[src/rtl/gpr_wb_arbiter_pkg.sv]
// gpr_wb_arbiter_pkg: shared widths, limits and FSM encoding for the GPR writeback arbiter
package gpr_wb_arbiter_pkg;
  localparam int XLEN = 32;
  localparam int NREG = 32;
  localparam int AW = 5;
  localparam int MAX_WAIT = 4;
  localparam int WAIT_W = 3;
  typedef enum logic {ST_IDLE = 1'b0, ST_HOLD = 1'b1} state_e;
endpackage

[src/rtl/gpr_wb_arbiter_if.sv]
// gpr_wb_arbiter_if: pipeline, long-unit, decode and GPR write-port signals of the arbiter
interface gpr_wb_arbiter_if;
  import gpr_wb_arbiter_pkg::*;
  logic pipe_we;
  logic [AW-1:0] pipe_rd;
  logic [XLEN-1:0] pipe_data;
  logic lu_issue;
  logic [AW-1:0] lu_issue_rd;
  logic lu_valid;
  logic [AW-1:0] lu_rd;
  logic [XLEN-1:0] lu_data;
  logic lu_ready;
  logic [AW-1:0] dec_rs1;
  logic [AW-1:0] dec_rs2;
  logic [AW-1:0] dec_rd;
  logic hazard;
  logic stall_req;
  logic gpr_we;
  logic [AW-1:0] gpr_rd;
  logic [XLEN-1:0] gpr_data;
  modport master (
    output pipe_we, pipe_rd, pipe_data, lu_issue, lu_issue_rd, lu_valid, lu_rd, lu_data,
           dec_rs1, dec_rs2, dec_rd,
    input  lu_ready, hazard, stall_req, gpr_we, gpr_rd, gpr_data
  );
  modport slave (
    input  pipe_we, pipe_rd, pipe_data, lu_issue, lu_issue_rd, lu_valid, lu_rd, lu_data,
           dec_rs1, dec_rs2, dec_rd,
    output lu_ready, hazard, stall_req, gpr_we, gpr_rd, gpr_data
  );
endinterface

[src/rtl/gpr_wb_arbiter_scoreboard.sv]
// gpr_scoreboard: busy bits for pending long-op destinations and the decode hazard lookup
module gpr_scoreboard
  import gpr_wb_arbiter_pkg::*;
(
  input  logic clk,
  input  logic rst,
  input  logic set_en,
  input  logic [AW-1:0] set_idx,
  input  logic clr_en,
  input  logic [AW-1:0] clr_idx,
  input  logic [AW-1:0] rs1,
  input  logic [AW-1:0] rs2,
  input  logic [AW-1:0] rd,
  output logic hazard
);
  logic [NREG-1:0] busy_q, busy_d;
  always_comb begin
    busy_d = busy_q;
    if (clr_en) busy_d[clr_idx] = 1'b0;
    if (set_en) busy_d[set_idx] = 1'b1;
    busy_d[0] = 1'b0;
    hazard = !rst && ((rs1 != '0 && busy_q[rs1]) || (rs2 != '0 && busy_q[rs2]) ||
                      (rd != '0 && busy_q[rd]));
  end
  always_ff @(posedge clk) begin
    if (rst) busy_q <= '0;
    else busy_q <= busy_d;
  end
endmodule

[src/rtl/gpr_wb_arbiter.sv]
// gpr_wb_arbiter: shares the single GPR write port between pipeline WB and the long-latency unit
module gpr_wb_arbiter
  import gpr_wb_arbiter_pkg::*;
(
  input logic clk,
  input logic rst,
  gpr_wb_arbiter_if.slave bus
);
  state_e state_q, state_d;
  logic [AW-1:0] hold_rd_q, hold_rd_d;
  logic [XLEN-1:0] hold_data_q, hold_data_d;
  logic [WAIT_W-1:0] wait_q, wait_d;
  logic direct, capture, drain, lu_wr, hold_wr;
  always_comb begin
    bus.lu_ready = state_q == ST_IDLE && !rst;
    direct = bus.lu_ready && bus.lu_valid && !bus.pipe_we;
    capture = bus.lu_ready && bus.lu_valid && bus.pipe_we;
    drain = state_q == ST_HOLD && !bus.pipe_we && !rst;
    lu_wr = direct && bus.lu_rd != '0;
    hold_wr = drain && hold_rd_q != '0;
    bus.gpr_we = !rst && (bus.pipe_we || lu_wr || hold_wr);
    bus.gpr_rd = !bus.gpr_we ? '0 : bus.pipe_we ? bus.pipe_rd : lu_wr ? bus.lu_rd : hold_rd_q;
    bus.gpr_data = !bus.gpr_we ? '0 : bus.pipe_we ? bus.pipe_data : lu_wr ? bus.lu_data : hold_data_q;
    bus.stall_req = !rst && state_q == ST_HOLD && wait_q >= WAIT_W'(MAX_WAIT);
    state_d = capture ? ST_HOLD : drain ? ST_IDLE : state_q;
    hold_rd_d = capture ? bus.lu_rd : hold_rd_q;
    hold_data_d = capture ? bus.lu_data : hold_data_q;
    wait_d = capture ? '0 :
             (state_q == ST_HOLD && bus.pipe_we && wait_q != '1) ? wait_q + 1'b1 : wait_q;
  end
  always_ff @(posedge clk) begin
    if (rst) begin
      state_q <= ST_IDLE;
      hold_rd_q <= '0;
      hold_data_q <= '0;
      wait_q <= '0;
    end else begin
      state_q <= state_d;
      hold_rd_q <= hold_rd_d;
      hold_data_q <= hold_data_d;
      wait_q <= wait_d;
    end
  end
  gpr_scoreboard u_sb (
    .clk(clk),
    .rst(rst),
    .set_en(bus.lu_issue),
    .set_idx(bus.lu_issue_rd),
    .clr_en(lu_wr || hold_wr),
    .clr_idx(lu_wr ? bus.lu_rd : hold_rd_q),
    .rs1(bus.dec_rs1),
    .rs2(bus.dec_rs2),
    .rd(bus.dec_rd),
    .hazard(bus.hazard)
  );
endmodule

[src/flat_wrapper.sv]
// flat-port wrapper written by rule: the top's interface ports become plain ports
module gpr_wb_arbiter_flat import gpr_wb_arbiter_pkg::*;
  (clk, rst, bus_pipe_we, bus_pipe_rd, bus_pipe_data, bus_lu_issue, bus_lu_issue_rd, bus_lu_valid, bus_lu_rd, bus_lu_data, bus_dec_rs1, bus_dec_rs2, bus_dec_rd, bus_lu_ready, bus_hazard, bus_stall_req, bus_gpr_we, bus_gpr_rd, bus_gpr_data);
  gpr_wb_arbiter_if bus_i ();
  input logic clk;
  input logic rst;
  input wire logic [$bits(bus_i.pipe_we)-1:0] bus_pipe_we;
  input wire logic [$bits(bus_i.pipe_rd)-1:0] bus_pipe_rd;
  input wire logic [$bits(bus_i.pipe_data)-1:0] bus_pipe_data;
  input wire logic [$bits(bus_i.lu_issue)-1:0] bus_lu_issue;
  input wire logic [$bits(bus_i.lu_issue_rd)-1:0] bus_lu_issue_rd;
  input wire logic [$bits(bus_i.lu_valid)-1:0] bus_lu_valid;
  input wire logic [$bits(bus_i.lu_rd)-1:0] bus_lu_rd;
  input wire logic [$bits(bus_i.lu_data)-1:0] bus_lu_data;
  input wire logic [$bits(bus_i.dec_rs1)-1:0] bus_dec_rs1;
  input wire logic [$bits(bus_i.dec_rs2)-1:0] bus_dec_rs2;
  input wire logic [$bits(bus_i.dec_rd)-1:0] bus_dec_rd;
  output wire logic [$bits(bus_i.lu_ready)-1:0] bus_lu_ready;
  output wire logic [$bits(bus_i.hazard)-1:0] bus_hazard;
  output wire logic [$bits(bus_i.stall_req)-1:0] bus_stall_req;
  output wire logic [$bits(bus_i.gpr_we)-1:0] bus_gpr_we;
  output wire logic [$bits(bus_i.gpr_rd)-1:0] bus_gpr_rd;
  output wire logic [$bits(bus_i.gpr_data)-1:0] bus_gpr_data;
  assign bus_i.pipe_we = bus_pipe_we;
  assign bus_i.pipe_rd = bus_pipe_rd;
  assign bus_i.pipe_data = bus_pipe_data;
  assign bus_i.lu_issue = bus_lu_issue;
  assign bus_i.lu_issue_rd = bus_lu_issue_rd;
  assign bus_i.lu_valid = bus_lu_valid;
  assign bus_i.lu_rd = bus_lu_rd;
  assign bus_i.lu_data = bus_lu_data;
  assign bus_i.dec_rs1 = bus_dec_rs1;
  assign bus_i.dec_rs2 = bus_dec_rs2;
  assign bus_i.dec_rd = bus_dec_rd;
  assign bus_lu_ready = bus_i.lu_ready;
  assign bus_hazard = bus_i.hazard;
  assign bus_stall_req = bus_i.stall_req;
  assign bus_gpr_we = bus_i.gpr_we;
  assign bus_gpr_rd = bus_i.gpr_rd;
  assign bus_gpr_data = bus_i.gpr_data;
  gpr_wb_arbiter u_core (.clk(clk), .rst(rst), .bus(bus_i));
endmodule
[config.mk]
export PLATFORM = sky130hd
export DESIGN_NAME = gpr_wb_arbiter_flat
export DESIGN_NICKNAME = d
export VERILOG_FILES = /design/src/rtl/gpr_wb_arbiter_pkg.sv /design/src/rtl/gpr_wb_arbiter_if.sv /design/src/rtl/gpr_wb_arbiter_scoreboard.sv /design/src/rtl/gpr_wb_arbiter.sv /design/src/flat_wrapper.sv
export SDC_FILE = /design/constraint.sdc
export NUM_CORES = 1
export LEC_CHECK = 0
export ABC_AREA = 1
export BUFFER_PORTS_ARGS = -buffer_cell sky130_fd_sc_hd__buf_2
export CORE_MARGIN = 2
export CORE_UTILIZATION = 35
export DETAILED_ROUTE_END_ITERATION = 12
export PLACE_DENSITY = 0.69
export SYNTH_ARGS = -nofsm -noshare
export SYNTH_HDL_FRONTEND = slang
export SYNTH_SLANG_ARGS = --single-unit
[constraint.sdc]
create_clock -name clk -period 1.35 [get_ports clk]
set_input_delay 0 -clock clk [delete_from_list [all_inputs] [get_ports clk]]
set_output_delay 0 -clock clk [all_outputs]
set_load 0.02 [all_outputs]
After elaboration in Yosys (flattened, before gate mapping) --
Index checks and enable logic that the tools add are counted.
Word-level totals: input port bits 99, word-level logic and storage cells 73, output and inout port bits 41, flip-flop bits (word level) 73
Operators by class: reduce and logical (&&, ||, !) cells 33, multiplexer cells 20, magnitude comparators 8, bitwise logic cells 4, add/subtract/negate cells 1, eq/ne operators 1
Operators by type and width (count):
- $mux W32 | 5
- $and A32 B32 Y32 | 1
- $not A32 Y32 | 1
- $or A32 B32 Y32 | 1
- $lt A5 B6 Y1 const B | 5
- $reduce_bool A5 Y1 | 5
- $logic_and A1 B1 Y1 | 19
- $bmux W1 S5 | 3
- $mux W5 | 3
- $demux W1 S5 | 2
- $ge A5 B1 Y1 const B | 2
- $mux W1 | 7
- $logic_or A1 B1 Y1 | 5
- $add A3 B1 Y3 const B | 1
- $ge A3 B3 Y1 const B | 1
- $ne A3 B3 Y1 const B | 1
- $logic_not A1 Y1 | 2
- $reduce_bool A2 Y1 | 1
- $reduce_or A2 Y1 | 1
- $not A1 Y1 | 1

Depth between registers and ports, before layout --
depth after elaboration 15, mapped depth 13, mapped depth without buffers 12

By module --
A second synthesis with hierarchy kept.
Second synthesis, totals: cells, all modules 878, area, all modules 5167.5 um^2
By module, submodules not included:
- gpr_wb_arbiter | area each 2747.6 um^2, instances 1, cells an instance 450
- gpr_scoreboard | area each 2419.8 um^2, instances 1, cells an instance 428

Worst setup path after synthesis --
OpenSTA, ideal clock, no wires.
path type reg2out, start register u_core.state_q, end output bus_gpr_data[12], data required time 1.350 ns, setup slack -0.356 ns, stages on the path, launching flop included 11, arrival time 1.706 ns, cell sequence dfxtp_1 nor2_4 nand2_2 nor2_4 nand2_4 nand3_2 nand2_2 inv_2 buf_4 o21ai_1 a31oi_1
Between the ends: word-level cells in the longest chain between the ends 9, elaborated cells on any way between the ends 14, classes of those cells 3 x mux; 1 x bitwise; 10 x reduce/logical
RTL lines:
- start: declaration | line gpr_wb_arbiter.sv:9 | state_e state_q, state_d;
- start signal: assignment | line gpr_wb_arbiter.sv:38 | state_q <= state_d;
- $not A1 Y1 | line gpr_wb_arbiter.sv:15 | bus.lu_ready = state_q == ST_IDLE && !rst;
- $logic_and A1 B1 Y1 | line gpr_wb_arbiter.sv:15
- named net bus_lu_ready | line flat_wrapper.sv:18 | output wire logic [$bits(bus_i.lu_ready)-1:0] bus_lu_ready;
- $logic_and A1 B1 Y1 (2 in series) | line gpr_wb_arbiter.sv:16 | direct = bus.lu_ready && bus.lu_valid && !bus.pipe_we;
- $logic_and A1 B1 Y1 | line gpr_wb_arbiter.sv:19 | lu_wr = direct && bus.lu_rd != '0;
- $logic_or A1 B1 Y1 (2 in series) | line gpr_wb_arbiter.sv:21 | bus.gpr_we = !rst && (bus.pipe_we || lu_wr || hold_wr);
- $logic_and A1 B1 Y1 | line gpr_wb_arbiter.sv:21
- named net bus_gpr_we | line flat_wrapper.sv:21 | output wire logic [$bits(bus_i.gpr_we)-1:0] bus_gpr_we;
- $mux W32 | line gpr_wb_arbiter.sv:23 | bus.gpr_data = !bus.gpr_we ? '0 : bus.pipe_we ? bus.pipe_data : lu_wr ? bus.lu_data : hold_data_q;
- end: declaration | line flat_wrapper.sv:23 | output wire logic [$bits(bus_i.gpr_data)-1:0] bus_gpr_data;
The timed path passes the listed nets, and every way through them passes these cells.

Final worst setup path --
start register u_core.state_q, end output bus_gpr_data[19]
Between the ends: word-level cells in the longest chain between the ends 9, elaborated cells on any way between the ends 14, classes of those cells 3 x mux; 1 x bitwise; 10 x reduce/logical
RTL lines (line):
- $not A1 Y1 | gpr_wb_arbiter.sv:15
- $logic_and A1 B1 Y1 | gpr_wb_arbiter.sv:15
- $logic_and A1 B1 Y1 (2 in series) | gpr_wb_arbiter.sv:16
- $logic_and A1 B1 Y1 | gpr_wb_arbiter.sv:19
- $logic_or A1 B1 Y1 (2 in series) | gpr_wb_arbiter.sv:21
- $logic_and A1 B1 Y1 | gpr_wb_arbiter.sv:21
- $mux W32 * | gpr_wb_arbiter.sv:23
Mark *: on every way between the ends. The rest lies on a longest branch, timed or not.

==> results.py <==
metrics = {
    "run_status": {
        "status": "finished with violations",
        "violations": "setup timing",
    },
    "floorplanning": {
        "io_pins": 140,
        "coreArea_um2": 13900,
        "chipHeight_um": 123,
        "die_w_um": 123,
        "fp-row-count": 43,
        "start_util": 0.357,
        "floorplan.die_area_um2": 15100,
    },
    "synthesis": {
        "syn_inst": 843,
        "syn_area_per_cell_um2": 5.88,
        "ys_seq_area_frac": 0.291,
        "synth_nets": 944,
        "yosys_warnings": 0,
        "ys_types": 30,
        "synth_area_um2": 4960,
        "ys_seq_elements": 72,
    },
    "route": {
        "vias_per_cell": 5.23,
        "wire_per_inst_um": 15.0,
        "wl_um": 18600,
        "vias": 6494,
        "ant_nets": 0,
        "drt-initial-drc-count": 327,
        "first_pass_iters": 5,
        "drt_drc_violations_left": 0,
    },
    "worst_setup_path": {
        "worstRegToRegCells": 13,
        "r2r-start": "u_core.state_q",
        "path_class": "register to output port",
        "critical_path.max_fanout": 8,
        "arrival_ns": 1.89,
        "start_kind": "register",
        "rrSetupSlack_ns": -0.47,
        "r2r-end": "u_core.u_sb.busy_q[5]",
        "worstPathRequired_ns": 1.35,
        "end_kind": "output port",
    },
    "cells_and_area": {
        "final_cell_mix": "nand2_1, buf_2, nand3_1",
        "syn_to_final_growth_pct": 60.9,
        "finalNetCount": 1158,
        "antenna_cells": 0,
        "n_fill_cell": 1242,
        "drive_above_1_share": 0.365,
        "final_common_cell": "nand2_1",
    },
    "min_path": {
        "hold_end": "u_core.u_sb.busy_q[3]",
        "hp-class": "primary input to register",
        "min_from": "bus_lu_issue_rd[2]",
        "hold_path_depth": 4,
    },
    "timing": {
        "final.setup.tns_ns": -30.88,
        "finalCritPeriodShare": 1.40,
        "setup_viol": 70,
        "period_needed_ns": 1.89,
        "finalHoldViolCount": 0,
        "skew_ns": 0.00586,
        "fin_ws_ns": -0.544,
        "final_max_slew_viol_count": 0,
        "max_freq_mhz": 528,
        "rsz0062_at_grt": "yes",
        "max_slew.worst_pin.slew_ns": 0.551,
        "max-slew-margin-rel": 0.630,
    },
    "clock_network": {
        "cts_buffer_depth": 2,
        "cts_buffers": 9,
        "cts_root_buffer": "clkbuf_16",
        "cts_sinks": 72,
        "cts_tree": "built",
        "cts.htree.levels": 3,
        "clkLatencyLatePin_ns": 0.33,
        "clk_pin_slew_ns": 0.05,
    },
    "grt": {
        "first_global_vias": 6372,
        "grt_pass1_wl_um": 29800,
        "grt_max_degree": 41,
        "track_usage": 0.246,
        "antenna_found_initial": 0,
        "overflow": 0,
    },
    "placement": {
        "dpl_worst_slack_ns": -0.350,
        "dp_hpwl_um": 12600,
        "gp_congestion": 0.904,
        "port_buffers": 139,
    },
    "power": {
        "total_power_uw": 6150,
        "p_leak_uw": 0.00337,
        "power_per_cell_area_nw_per_um2": 771,
        "ir_worst_vdd_mv": 0.599,
    },
    "run": {
        "cap_violations": 0,
    },
}
==> per-layer routing <==
metal,wire [um],vias up,GRT usage
met5,0,-,0
met4,584,0,0.108
met3,1290,52,0.0397
met2,9420,293,0.444
met1,7310,2958,0.287
li1,-,3191,-
==> area by class of cell <==
class	count	area, um^2	area share
clock buffer	13	250	0.0314
inverter	68	272	0.0340
multi-input combinational	657	3840	0.482
tap	180	225	0.0282
sequential	72	1460	0.182
clock inverter	3	17.5	0.00220
timing repair inverter	4	57.6	0.00721
timing repair buffer	245	1860	0.233
==> how the worst max path moves through the flow <==
stage                         from                      to  slack, ns
detailed placement  u_core.state_q  u_core.u_sb.busy_q[31]      -0.35
global route        u_core.state_q        bus_gpr_data[13]      -0.62
floorplan           u_core.state_q        bus_gpr_data[12]      -0.21
global placement    u_core.state_q  u_core.u_sb.busy_q[22]      -0.30
CTS                 u_core.state_q        bus_gpr_data[28]      -0.52
finish              u_core.state_q        bus_gpr_data[19]      -0.54
==> cell usage after synthesis (all sizes together) <==
master  count  area share
nor3       12       0.012
o21ai      73       0.075
xnor2       1      0.0018
nand4       2      0.0056
clkbuf     30       0.023
buf        16       0.021
o211ai      4      0.0061
ha          2      0.0050
dfxtp      72        0.29
a31oi      35       0.044
nand3     102        0.10
nand2     291        0.23
clkinv      1     0.00076
mux2        2      0.0045
nor2       91       0.082
a21oi      41       0.041
inv        67       0.051
nand3b      1      0.0040
==> kinds of logic (layout without fill, tap and decap cells) <==
logic type,after synthesis,after routing,share of synthesized area
AOI/OAI and AO/OA,153,153,0.167
buffers and inverters,114,333,0.0954
xor gates and xnor gates,1,1,0.00177
and+or+nand+nor,499,499,0.436
adders and majority gates,2,2,0.00504
DFF,72,72,0.291
muxes,2,2,0.00454
==> through the flow <==
stage | util | instance area (um^2) | instances | hold slack, ns
finish | 0.575 | 7980 | 1242 | 0.0676
global route | 0.575 | 7980 | 1242 | 0.101
CTS | 0.560 | 7770 | 1242 | 0.0565
detailed placement | 0.480 | 6660 | 1178 | 0.248
global placement | 0.480 | 6660 | 1178 | 0.243
floorplan | - | 5430 | 843 | 0.135
==> worst max-delay path: stages, from the launching register on <==
cell	delay, ns
dfxtp_2	0.33
nor2_4	0.08
nand2_2	0.08
nor2_4	0.13
nand2_4	0.10
nand3_4	0.11
nand2_8	0.15
clkinv_8	0.14
o21ai_2	0.07
a31oi_2	0.18
buf_4	0.18
==> report_power, final <==
group	switching [uW]	leakage [uW]	internal [uW]
Sequential	42.2	0.000590	2200
Clock	874	0.000130	1290
Combinational	1010	0.00265	740
==> sequential cells by signal, indices dropped and copies added (netlist names) <==
signal	count
u_core.wait_q	3
u_core.state_q	1
u_core.u_sb.busy_q	31
u_core.hold_data_q	32
u_core.hold_rd_q	5
==> timing repair <==
action / CTS / global route
setup buffers: 12 / 1
hold endpoints to repair: 32 / 0
resized for setup: 124 / 63
hold buffers: 32 / 0
setup endpoints to repair: 70 / 107
gates cloned: 4 / 0
pin swaps: 32 / 33
Note: power is estimated with default switching activity, not from simulation.
